[src/rtl/fp8_pkg.sv]
// Shared types and constants for the fp8 adder scheduler.
package fp8_pkg;

    localparam int FP8_W   = 8;
    localparam int EXP_W   = 3;
    localparam int FRACT_W = 4;

    typedef struct packed {
        logic               sign;
        logic [EXP_W-1:0]   exp;
        logic [FRACT_W-1:0] fract;
    } fp8_t;

    typedef enum logic [1:0] {
        IDLE = 2'd0,
        EXEC = 2'd1,
        DONE = 2'd2
    } sched_state_t;

endpackage

[src/rtl/fp8_add_sched_if.sv]
// Requester, adder and result channels of the fp8 adder scheduler.
// The slave modport is the scheduler's view; master is the surrounding logic.
interface fp8_add_sched_if;
    import fp8_pkg::*;

    logic             req0_valid;
    logic             req0_ready;
    logic [FP8_W-1:0] req0_a;
    logic [FP8_W-1:0] req0_b;
    logic             req0_cin;

    logic             req1_valid;
    logic             req1_ready;
    logic [FP8_W-1:0] req1_a;
    logic [FP8_W-1:0] req1_b;
    logic             req1_cin;

    logic [FP8_W-1:0] add_a;
    logic [FP8_W-1:0] add_b;
    logic             add_cin;
    logic [FP8_W-1:0] add_sum;

    logic             res_valid;
    logic             res_ready;
    logic [FP8_W-1:0] res_data;
    logic             res_id;

    modport slave (
        input  req0_valid, req0_a, req0_b, req0_cin,
        output req0_ready,
        input  req1_valid, req1_a, req1_b, req1_cin,
        output req1_ready,
        output add_a, add_b, add_cin,
        input  add_sum,
        output res_valid, res_data, res_id,
        input  res_ready
    );

    modport master (
        output req0_valid, req0_a, req0_b, req0_cin,
        input  req0_ready,
        output req1_valid, req1_a, req1_b, req1_cin,
        input  req1_ready,
        input  add_a, add_b, add_cin,
        output add_sum,
        input  res_valid, res_data, res_id,
        output res_ready
    );

endinterface

[src/rtl/fp8_add_sched_rr_arb2.sv]
// Two-way arbiter: round-robin on contention when RR_EN=1, otherwise
// requester 0 has fixed priority.
module rr_arb2 #(
    parameter bit RR_EN = 1'b1
) (
    input  logic [1:0] valid,
    input  logic       ptr,
    input  logic       advance,
    output logic [1:0] grant,
    output logic       ptr_next
);

    // Grant selection and pointer update; the pointer moves to the loser of
    // the current grant so the other requester wins the next contention.
    always_comb begin
        grant    = 2'b00;
        ptr_next = ptr;
        if (valid == 2'b11) begin
            grant = (RR_EN && ptr) ? 2'b10 : 2'b01;
        end else begin
            grant = valid;
        end
        if (RR_EN && advance && (|grant)) begin
            ptr_next = grant[0];
        end
    end

endmodule

[src/rtl/fp8_add_sched.sv]
// Shares one combinational fp8 adder between two requesters.
//
//   state | meaning
//   IDLE  | waiting for a request; grant and latch operands on any valid
//   EXEC  | adder driven from operand registers; sum captured at edge
//   DONE  | result presented until the consumer takes it
module fp8_add_sched
    import fp8_pkg::*;
#(
    parameter int CNT_W = 16,
    parameter bit RR_EN = 1'b1
) (
    input  logic             clk,
    input  logic             rst,
    fp8_add_sched_if.slave   bus,
    output logic [CNT_W-1:0] ops_done
);

    sched_state_t state;
    logic         ptr;
    logic         ptr_next;
    logic [1:0]   valid;
    logic [1:0]   grant;
    logic         advance;
    fp8_t         op_a;
    fp8_t         op_b;
    logic         op_cin;

    assign valid   = {bus.req1_valid, bus.req0_valid};
    assign advance = (state == IDLE) && !rst && (|valid);

    rr_arb2 #(.RR_EN(RR_EN)) u_arb (
        .valid    (valid),
        .ptr      (ptr),
        .advance  (advance),
        .grant    (grant),
        .ptr_next (ptr_next)
    );

    // Ready is a pure function of state, pointer and valids, never res_ready,
    // and is suppressed while reset is held.
    assign bus.req0_ready = advance && grant[0];
    assign bus.req1_ready = advance && grant[1];

    assign bus.add_a   = op_a;
    assign bus.add_b   = op_b;
    assign bus.add_cin = op_cin;

    // Scheduler FSM with registered operand, result and counter outputs.
    always_ff @(posedge clk) begin
        if (rst) begin
            state         <= IDLE;
            ptr           <= 1'b0;
            op_a          <= '0;
            op_b          <= '0;
            op_cin        <= 1'b0;
            bus.res_valid <= 1'b0;
            bus.res_data  <= '0;
            bus.res_id    <= 1'b0;
            ops_done      <= '0;
        end else begin
            case (state)
                IDLE: begin
                    if (|grant) begin
                        op_a       <= fp8_t'(grant[1] ? bus.req1_a : bus.req0_a);
                        op_b       <= fp8_t'(grant[1] ? bus.req1_b : bus.req0_b);
                        op_cin     <= grant[1] ? bus.req1_cin : bus.req0_cin;
                        bus.res_id <= grant[1];
                        ptr        <= ptr_next;
                        state      <= EXEC;
                    end
                end
                EXEC: begin
                    bus.res_data  <= bus.add_sum;
                    bus.res_valid <= 1'b1;
                    state         <= DONE;
                end
                DONE: begin
                    if (bus.res_ready) begin
                        bus.res_valid <= 1'b0;
                        ops_done      <= ops_done + CNT_W'(1);
                        state         <= IDLE;
                    end
                end
                default: state <= IDLE;
            endcase
        end
    end

endmodule

[src/flat_wrapper.sv]
// flat-port wrapper written by rule: the top's interface ports become plain ports
module fp8_add_sched_flat import fp8_pkg::*;
#(
    parameter int CNT_W = 16,
    parameter bit RR_EN = 1'b1
)
  (clk, rst, ops_done, bus_req0_valid, bus_req0_a, bus_req0_b, bus_req0_cin, bus_req0_ready, bus_req1_valid, bus_req1_a, bus_req1_b, bus_req1_cin, bus_req1_ready, bus_add_a, bus_add_b, bus_add_cin, bus_add_sum, bus_res_valid, bus_res_data, bus_res_id, bus_res_ready);
  fp8_add_sched_if bus_i ();
  input  logic clk;
  input  logic rst;
  output logic [CNT_W-1:0] ops_done;
  input wire logic [$bits(bus_i.req0_valid)-1:0] bus_req0_valid;
  input wire logic [$bits(bus_i.req0_a)-1:0] bus_req0_a;
  input wire logic [$bits(bus_i.req0_b)-1:0] bus_req0_b;
  input wire logic [$bits(bus_i.req0_cin)-1:0] bus_req0_cin;
  output wire logic [$bits(bus_i.req0_ready)-1:0] bus_req0_ready;
  input wire logic [$bits(bus_i.req1_valid)-1:0] bus_req1_valid;
  input wire logic [$bits(bus_i.req1_a)-1:0] bus_req1_a;
  input wire logic [$bits(bus_i.req1_b)-1:0] bus_req1_b;
  input wire logic [$bits(bus_i.req1_cin)-1:0] bus_req1_cin;
  output wire logic [$bits(bus_i.req1_ready)-1:0] bus_req1_ready;
  output wire logic [$bits(bus_i.add_a)-1:0] bus_add_a;
  output wire logic [$bits(bus_i.add_b)-1:0] bus_add_b;
  output wire logic [$bits(bus_i.add_cin)-1:0] bus_add_cin;
  input wire logic [$bits(bus_i.add_sum)-1:0] bus_add_sum;
  output wire logic [$bits(bus_i.res_valid)-1:0] bus_res_valid;
  output wire logic [$bits(bus_i.res_data)-1:0] bus_res_data;
  output wire logic [$bits(bus_i.res_id)-1:0] bus_res_id;
  input wire logic [$bits(bus_i.res_ready)-1:0] bus_res_ready;
  assign bus_i.req0_valid = bus_req0_valid;
  assign bus_i.req0_a = bus_req0_a;
  assign bus_i.req0_b = bus_req0_b;
  assign bus_i.req0_cin = bus_req0_cin;
  assign bus_req0_ready = bus_i.req0_ready;
  assign bus_i.req1_valid = bus_req1_valid;
  assign bus_i.req1_a = bus_req1_a;
  assign bus_i.req1_b = bus_req1_b;
  assign bus_i.req1_cin = bus_req1_cin;
  assign bus_req1_ready = bus_i.req1_ready;
  assign bus_add_a = bus_i.add_a;
  assign bus_add_b = bus_i.add_b;
  assign bus_add_cin = bus_i.add_cin;
  assign bus_i.add_sum = bus_add_sum;
  assign bus_res_valid = bus_i.res_valid;
  assign bus_res_data = bus_i.res_data;
  assign bus_res_id = bus_i.res_id;
  assign bus_i.res_ready = bus_res_ready;
  fp8_add_sched #(.CNT_W(CNT_W), .RR_EN(RR_EN)) u_core (.clk(clk), .rst(rst), .bus(bus_i), .ops_done(ops_done));
endmodule
[config.mk]
export PLATFORM = sky130hd
export DESIGN_NAME = fp8_add_sched_flat
export DESIGN_NICKNAME = d
export VERILOG_FILES = /design/src/rtl/fp8_pkg.sv /design/src/rtl/fp8_add_sched_if.sv /design/src/rtl/fp8_add_sched_rr_arb2.sv /design/src/rtl/fp8_add_sched.sv /design/src/flat_wrapper.sv
export SDC_FILE = /design/constraint.sdc
export NUM_CORES = 1
export LEC_CHECK = 0
export CAP_MARGIN = 40
export CELL_PAD_IN_SITES_DETAIL_PLACEMENT = 1
export CELL_PAD_IN_SITES_GLOBAL_PLACEMENT = 1
export CORE_MARGIN = 8
export CORE_UTILIZATION = 26
export CTS_CLUSTER_SIZE = 16
export DETAILED_ROUTE_END_ITERATION = 16
export GPL_TIMING_DRIVEN = 0
export PLACE_DENSITY_LB_ADDON = 0.08
export SLEW_MARGIN = 5
export SYNTH_ARGS = -nofsm -noshare
export SYNTH_HDL_FRONTEND = slang
export SYNTH_HIERARCHICAL = 1
export SYNTH_SLANG_ARGS = --single-unit
[constraint.sdc]
create_clock -name clk -period 1.8 [get_ports clk]
set_clock_uncertainty 0.15 [all_clocks]
set_input_delay 0.18 -clock clk [delete_from_list [all_inputs] [get_ports clk]]
set_output_delay 0.18 -clock clk [all_outputs]
set_load 0.03 [all_outputs]
==> impl_metrics.xml <==
<?xml version="1.0" encoding="UTF-8"?>
<metrics>
  <group name="status">
    <metric name="outcome" unit="">complete, no violations</metric>
  </group>
  <group name="routing">
    <metric name="detail-route-antenna-nets" unit="">0</metric>
    <metric name="drt-total-wl" unit="um">6459</metric>
    <metric name="detailedRoute.firstPassIterationCount" unit="">4</metric>
    <metric name="vias_per_cell" unit="">4.566</metric>
    <metric name="vias" unit="">1986</metric>
    <metric name="detail_route.wl_per_cell" unit="um">14.85</metric>
    <metric name="first_iter_violations" unit="">31</metric>
    <metric name="drcViolationCount" unit="">0</metric>
  </group>
  <group name="yosys">
    <metric name="synth_warnings" unit="">6</metric>
    <metric name="post_synth_instance_area" unit="um2">2011</metric>
    <metric name="postSynthRegisterBits" unit="">46</metric>
    <metric name="async_reset_ff_frac" unit="">0</metric>
    <metric name="netlist_instances" unit="">227</metric>
    <metric name="syn-num-nets" unit="">275</metric>
    <metric name="synth_area_per_cell" unit="um2">8.858</metric>
    <metric name="synth_area_leaders" unit="">sky130_fd_sc_hd__dfxtp_1 46%, sky130_fd_sc_hd__mux2i_1 9.5%, sky130_fd_sc_hd__a211oi_1 6.3%, sky130_fd_sc_hd__nor2_1 6.3%, sky130_fd_sc_hd__nand2_1 4.3%</metric>
    <metric name="yosysMostFrequentCell" unit="">sky130_fd_sc_hd__dfxtp_1</metric>
    <metric name="synthTopCellsByCount" unit="">46 x sky130_fd_sc_hd__dfxtp_1, 34 x sky130_fd_sc_hd__nor2_1, 23 x sky130_fd_sc_hd__nand2_1, 19 x sky130_fd_sc_hd__mux2i_1, 17 x sky130_fd_sc_hd__a211oi_1</metric>
    <metric name="synth_edf_count" unit="">0</metric>
    <metric name="synth.top_cell.area_share" unit="">0.4580</metric>
    <metric name="ys_dominant_reg_cell" unit="">sky130_fd_sc_hd__dfxtp_1</metric>
    <metric name="yosysSeqAreaShare" unit="">0.4580</metric>
    <metric name="synth.lib_cells_used.distinct" unit="">40</metric>
    <metric name="post-synth-top-area-cell" unit="">sky130_fd_sc_hd__dfxtp_1</metric>
  </group>
  <group name="cts">
    <metric name="cts-hold-fix-buffers" unit="">0</metric>
    <metric name="clock_tree.htree_level_count" unit="">2</metric>
    <metric name="tritoncts_clock_tree" unit="">yes</metric>
    <metric name="clk_latency" unit="ns">0.30</metric>
    <metric name="tritoncts_sink_count" unit="">46</metric>
    <metric name="clock_buffer_count_from_cts" unit="">5</metric>
    <metric name="clock_path_buffers" unit="">2</metric>
    <metric name="clk_pin_slew_worst_paths" unit="ns">0.09</metric>
    <metric name="clock-root-buffer" unit="">sky130_fd_sc_hd__clkbuf_8</metric>
  </group>
  <group name="floorplanning">
    <metric name="ioPinCount" unit="">92</metric>
    <metric name="initial_core_util" unit="">0.2643</metric>
    <metric name="die_area" unit="um2">10800</metric>
    <metric name="row_count" unit="">32</metric>
    <metric name="die-height" unit="um">103.9</metric>
    <metric name="core_area" unit="um2">7607</metric>
    <metric name="die_width" unit="um">103.9</metric>
  </group>
  <group name="critical_path">
    <metric name="slowest_cell_on_crit_path" unit="">sky130_fd_sc_hd__clkdlybuf4s50_1</metric>
    <metric name="critical_path_buf_inv_count" unit="">1</metric>
    <metric name="worstPathRequired" unit="ns">1.47</metric>
    <metric name="worstPathCellList" unit="">clkdlybuf4s50_1</metric>
    <metric name="critical_path.endpoint_type" unit="">output port</metric>
    <metric name="critical_path_peak_fanout" unit="">5</metric>
    <metric name="cp-start-kind" unit="">flip-flop</metric>
    <metric name="crit_arrival" unit="ns">1.43</metric>
    <metric name="critical_path_class" unit="">reg2out</metric>
    <metric name="cpLargestDelayFamily" unit="">buffers and inverters</metric>
    <metric name="crit_path_max_incr_delay" unit="ns">0.71</metric>
  </group>
  <group name="sta">
    <metric name="post-route-min-period" unit="ns">1.764</metric>
    <metric name="post-route-worst-setup-slack" unit="ns">0.03558</metric>
    <metric name="max_clock_freq" unit="MHz">566.8</metric>
    <metric name="slew_headroom" unit="">0.6668</metric>
    <metric name="rsz_0062_raised_after_global_routing" unit="">yes</metric>
    <metric name="max_slew.worst_pin.slew" unit="ns">0.4998</metric>
    <metric name="finalSetupViolations" unit="">0</metric>
    <metric name="timing_hold_violations_final" unit="">0</metric>
    <metric name="slew_viol_final" unit="">0</metric>
    <metric name="timing.final.crit_share" unit="">0.9802</metric>
  </group>
  <group name="placement">
    <metric name="placed_cell_area" unit="um2">3074</metric>
    <metric name="place_hpwl" unit="um">4927</metric>
    <metric name="finalWeightedCongestion" unit="">0.6982</metric>
    <metric name="number_of_i_o_port_buffers" unit="">91</metric>
    <metric name="detailedPlace.worstSlack" unit="ns">-0.9868</metric>
  </group>
  <group name="cells_and_area">
    <metric name="num-fill-cells" unit="">863</metric>
    <metric name="area.sequential" unit="um2">952.2</metric>
    <metric name="antennaDiodeCount" unit="">0</metric>
    <metric name="area_growth" unit="%">67.95</metric>
    <metric name="multi_input_comb_area" unit="um2">1117</metric>
    <metric name="post-route-cell-area" unit="um2">3377</metric>
    <metric name="drive_above_1_share" unit="">0.1592</metric>
    <metric name="nets" unit="">380</metric>
  </group>
  <group name="power_and_ir_drop">
    <metric name="worst_ir_drop_vdd" unit="V">0.0003380</metric>
    <metric name="power_per_cell_area" unit="nW/um2">740.8</metric>
    <metric name="power.leakage" unit="nW">1.372</metric>
  </group>
  <group name="global_route">
    <metric name="grt_first_pass_wirelength" unit="um">10790</metric>
    <metric name="grt.overflow.total" unit="">0</metric>
    <metric name="antenna_found_initial" unit="">0</metric>
    <metric name="grt_start_max_net_pins" unit="">15</metric>
    <metric name="grt_pass1_vias" unit="">2175</metric>
    <metric name="grt_use_total" unit="">0.1189</metric>
  </group>
  <group name="flow_run">
    <metric name="timing.max_cap.violations" unit="">0</metric>
  </group>
  <group name="hold_path">
    <metric name="min-delay-path-class" unit="">in2reg</metric>
  </group>
</metrics>
## cell usage in the layout, fill, tap and decap left out, types with 2 or more instances in the layout
cell	n
sky130_fd_sc_hd__mux2i_1	19
sky130_fd_sc_hd__nor2_1	33
sky130_fd_sc_hd__clkinv_2	2
sky130_fd_sc_hd__clkbuf_8	5
sky130_fd_sc_hd__dfxtp_1	35
sky130_fd_sc_hd__dlymetal6s2s_1	8
sky130_fd_sc_hd__nand3_4	2
sky130_fd_sc_hd__nor4_1	2
sky130_fd_sc_hd__o21ai_0	2
sky130_fd_sc_hd__nand4_1	2
sky130_fd_sc_hd__a211oi_1	17
sky130_fd_sc_hd__xor2_1	5
sky130_fd_sc_hd__nand2_1	22
sky130_fd_sc_hd__xnor2_1	4
sky130_fd_sc_hd__nor3_1	3
sky130_fd_sc_hd__dfxtp_2	4
sky130_fd_sc_hd__mux2_2	2
sky130_fd_sc_hd__nand3_1	6
sky130_fd_sc_hd__buf_4	11
sky130_fd_sc_hd__clkbuf_1	3
sky130_fd_sc_hd__buf_6	3
sky130_fd_sc_hd__inv_1	3
sky130_fd_sc_hd__dfxtp_4	7
sky130_fd_sc_hd__nor2b_1	4
sky130_fd_sc_hd__a21boi_4	2
sky130_fd_sc_hd__a21oi_1	15
sky130_fd_sc_hd__clkdlybuf4s50_1	80
sky130_fd_sc_hd__buf_1	4
## state kept, by name, indices dropped and copies added, names as in the netlist
name	flops
u_core/state	2
u_core/bus.res_id	1
u_core/ops_done	16
u_core/bus.res_data	8
u_core/bus.res_valid	1
u_core/ptr	1
u_core/bus.add_cin	1
u_core/bus.add_b	8
u_core/bus.add_a	8
## worst reg2reg max path, stage by stage (launching register included)
cell and delay, ns:
sky130_fd_sc_hd__dfxtp_4 0.37, sky130_fd_sc_hd__nand3b_4 0.16, sky130_fd_sc_hd__or3_4 0.41, sky130_fd_sc_hd__or4_1 0.47, sky130_fd_sc_hd__a21oi_1 0.14
## area by class of cell
cell class / instances / area share
inverters: 3 / 0.003335
repair buffers: 100 / 0.2960
multi-input cells: 164 / 0.3309
well taps: 102 / 0.03779
clock buffers: 6 / 0.02779
flip-flops and latches: 46 / 0.2820
clock inverters: 2 / 0.002964
plain buffers: 12 / 0.01927
## timing repair
item / 4_1_cts / 5_1_grt
endpoints found under the setup margin: 24 / 20
gates resized for setup: 36 / 28
pin swaps: 5 / 8
endpoints found under the hold margin: 0 / 0
buffers inserted: 5 / 4
## metrics by stage
step | TNS, ns | utilization | hold slack, ns | power [mW] | cells
6_report | 0 | 0.4439 | 0.2532 | 2.502 | 435
2_1_floorplan | -0.08855 | - | 0.1660 | 1.487 | 227
4_1_cts | -0.05165 | 0.4304 | 0.2582 | 2.553 | 433
3_3_place_gp | -15.24 | 0.4041 | 0.2929 | 1.789 | 420
5_1_grt | -0.06126 | 0.4439 | 0.2639 | 2.645 | 435
3_5_place_dp | -15.85 | 0.4041 | 0.2975 | 1.797 | 420
## cells by family after synthesis
kind of cell             share of synthesized area
XOR/XNOR                                   0.03920
AND/OR/NAND/NOR                             0.2259
adder cells (fa/ha/maj)                   0.006222
buffers and inverters                      0.03485
multiplexers                                0.1058
AO/OA/AOI/OAI                               0.1301
flip-flops                                  0.4580
## layer usage
metal | track usage | wire [um] | up-vias
li1 | - | - | 999
met1 | 0.1289 | 2708 | 926
met2 | 0.2003 | 3135 | 54
met3 | 0.05266 | 523 | 7
met4 | 0.04343 | 92 | 0
met5 | 0 | 0 | -
## where the power goes
| part | internal [mW] | switching [mW] | total (mW) |
|---|---|---|---|
| combinational | 0.318 | 0.344 | 0.662 |
| clock | 0.353 | 0.359 | 0.713 |
| sequential | 1.08 | 0.0447 | 1.13 |
## path summary, 6_finish.rpt
| kind | startpoint | endpoint | slack, ns | cells after the start |
|---|---|---|---|---|
| max reg2reg | u_core/state[0]$_SDFFE_PP0P_ | u_core/ops_done[13]$_SDFFE_PP0P_ | 0.04 | 4 |
| max | u_core/ops_done[12]$_SDFFE_PP0P_ | ops_done[12] | 0.04 | 1 |
| min | bus_req1_valid | u_core/bus.res_id$_SDFFE_PP0P_ | 0.25 | 5 |
| min reg2reg | u_core/bus.res_data[0]$_SDFFE_PP0P_ | u_core/bus.res_data[0]$_SDFFE_PP0P_ | 0.31 | 2 |
(Power assumes the default switching activity.)
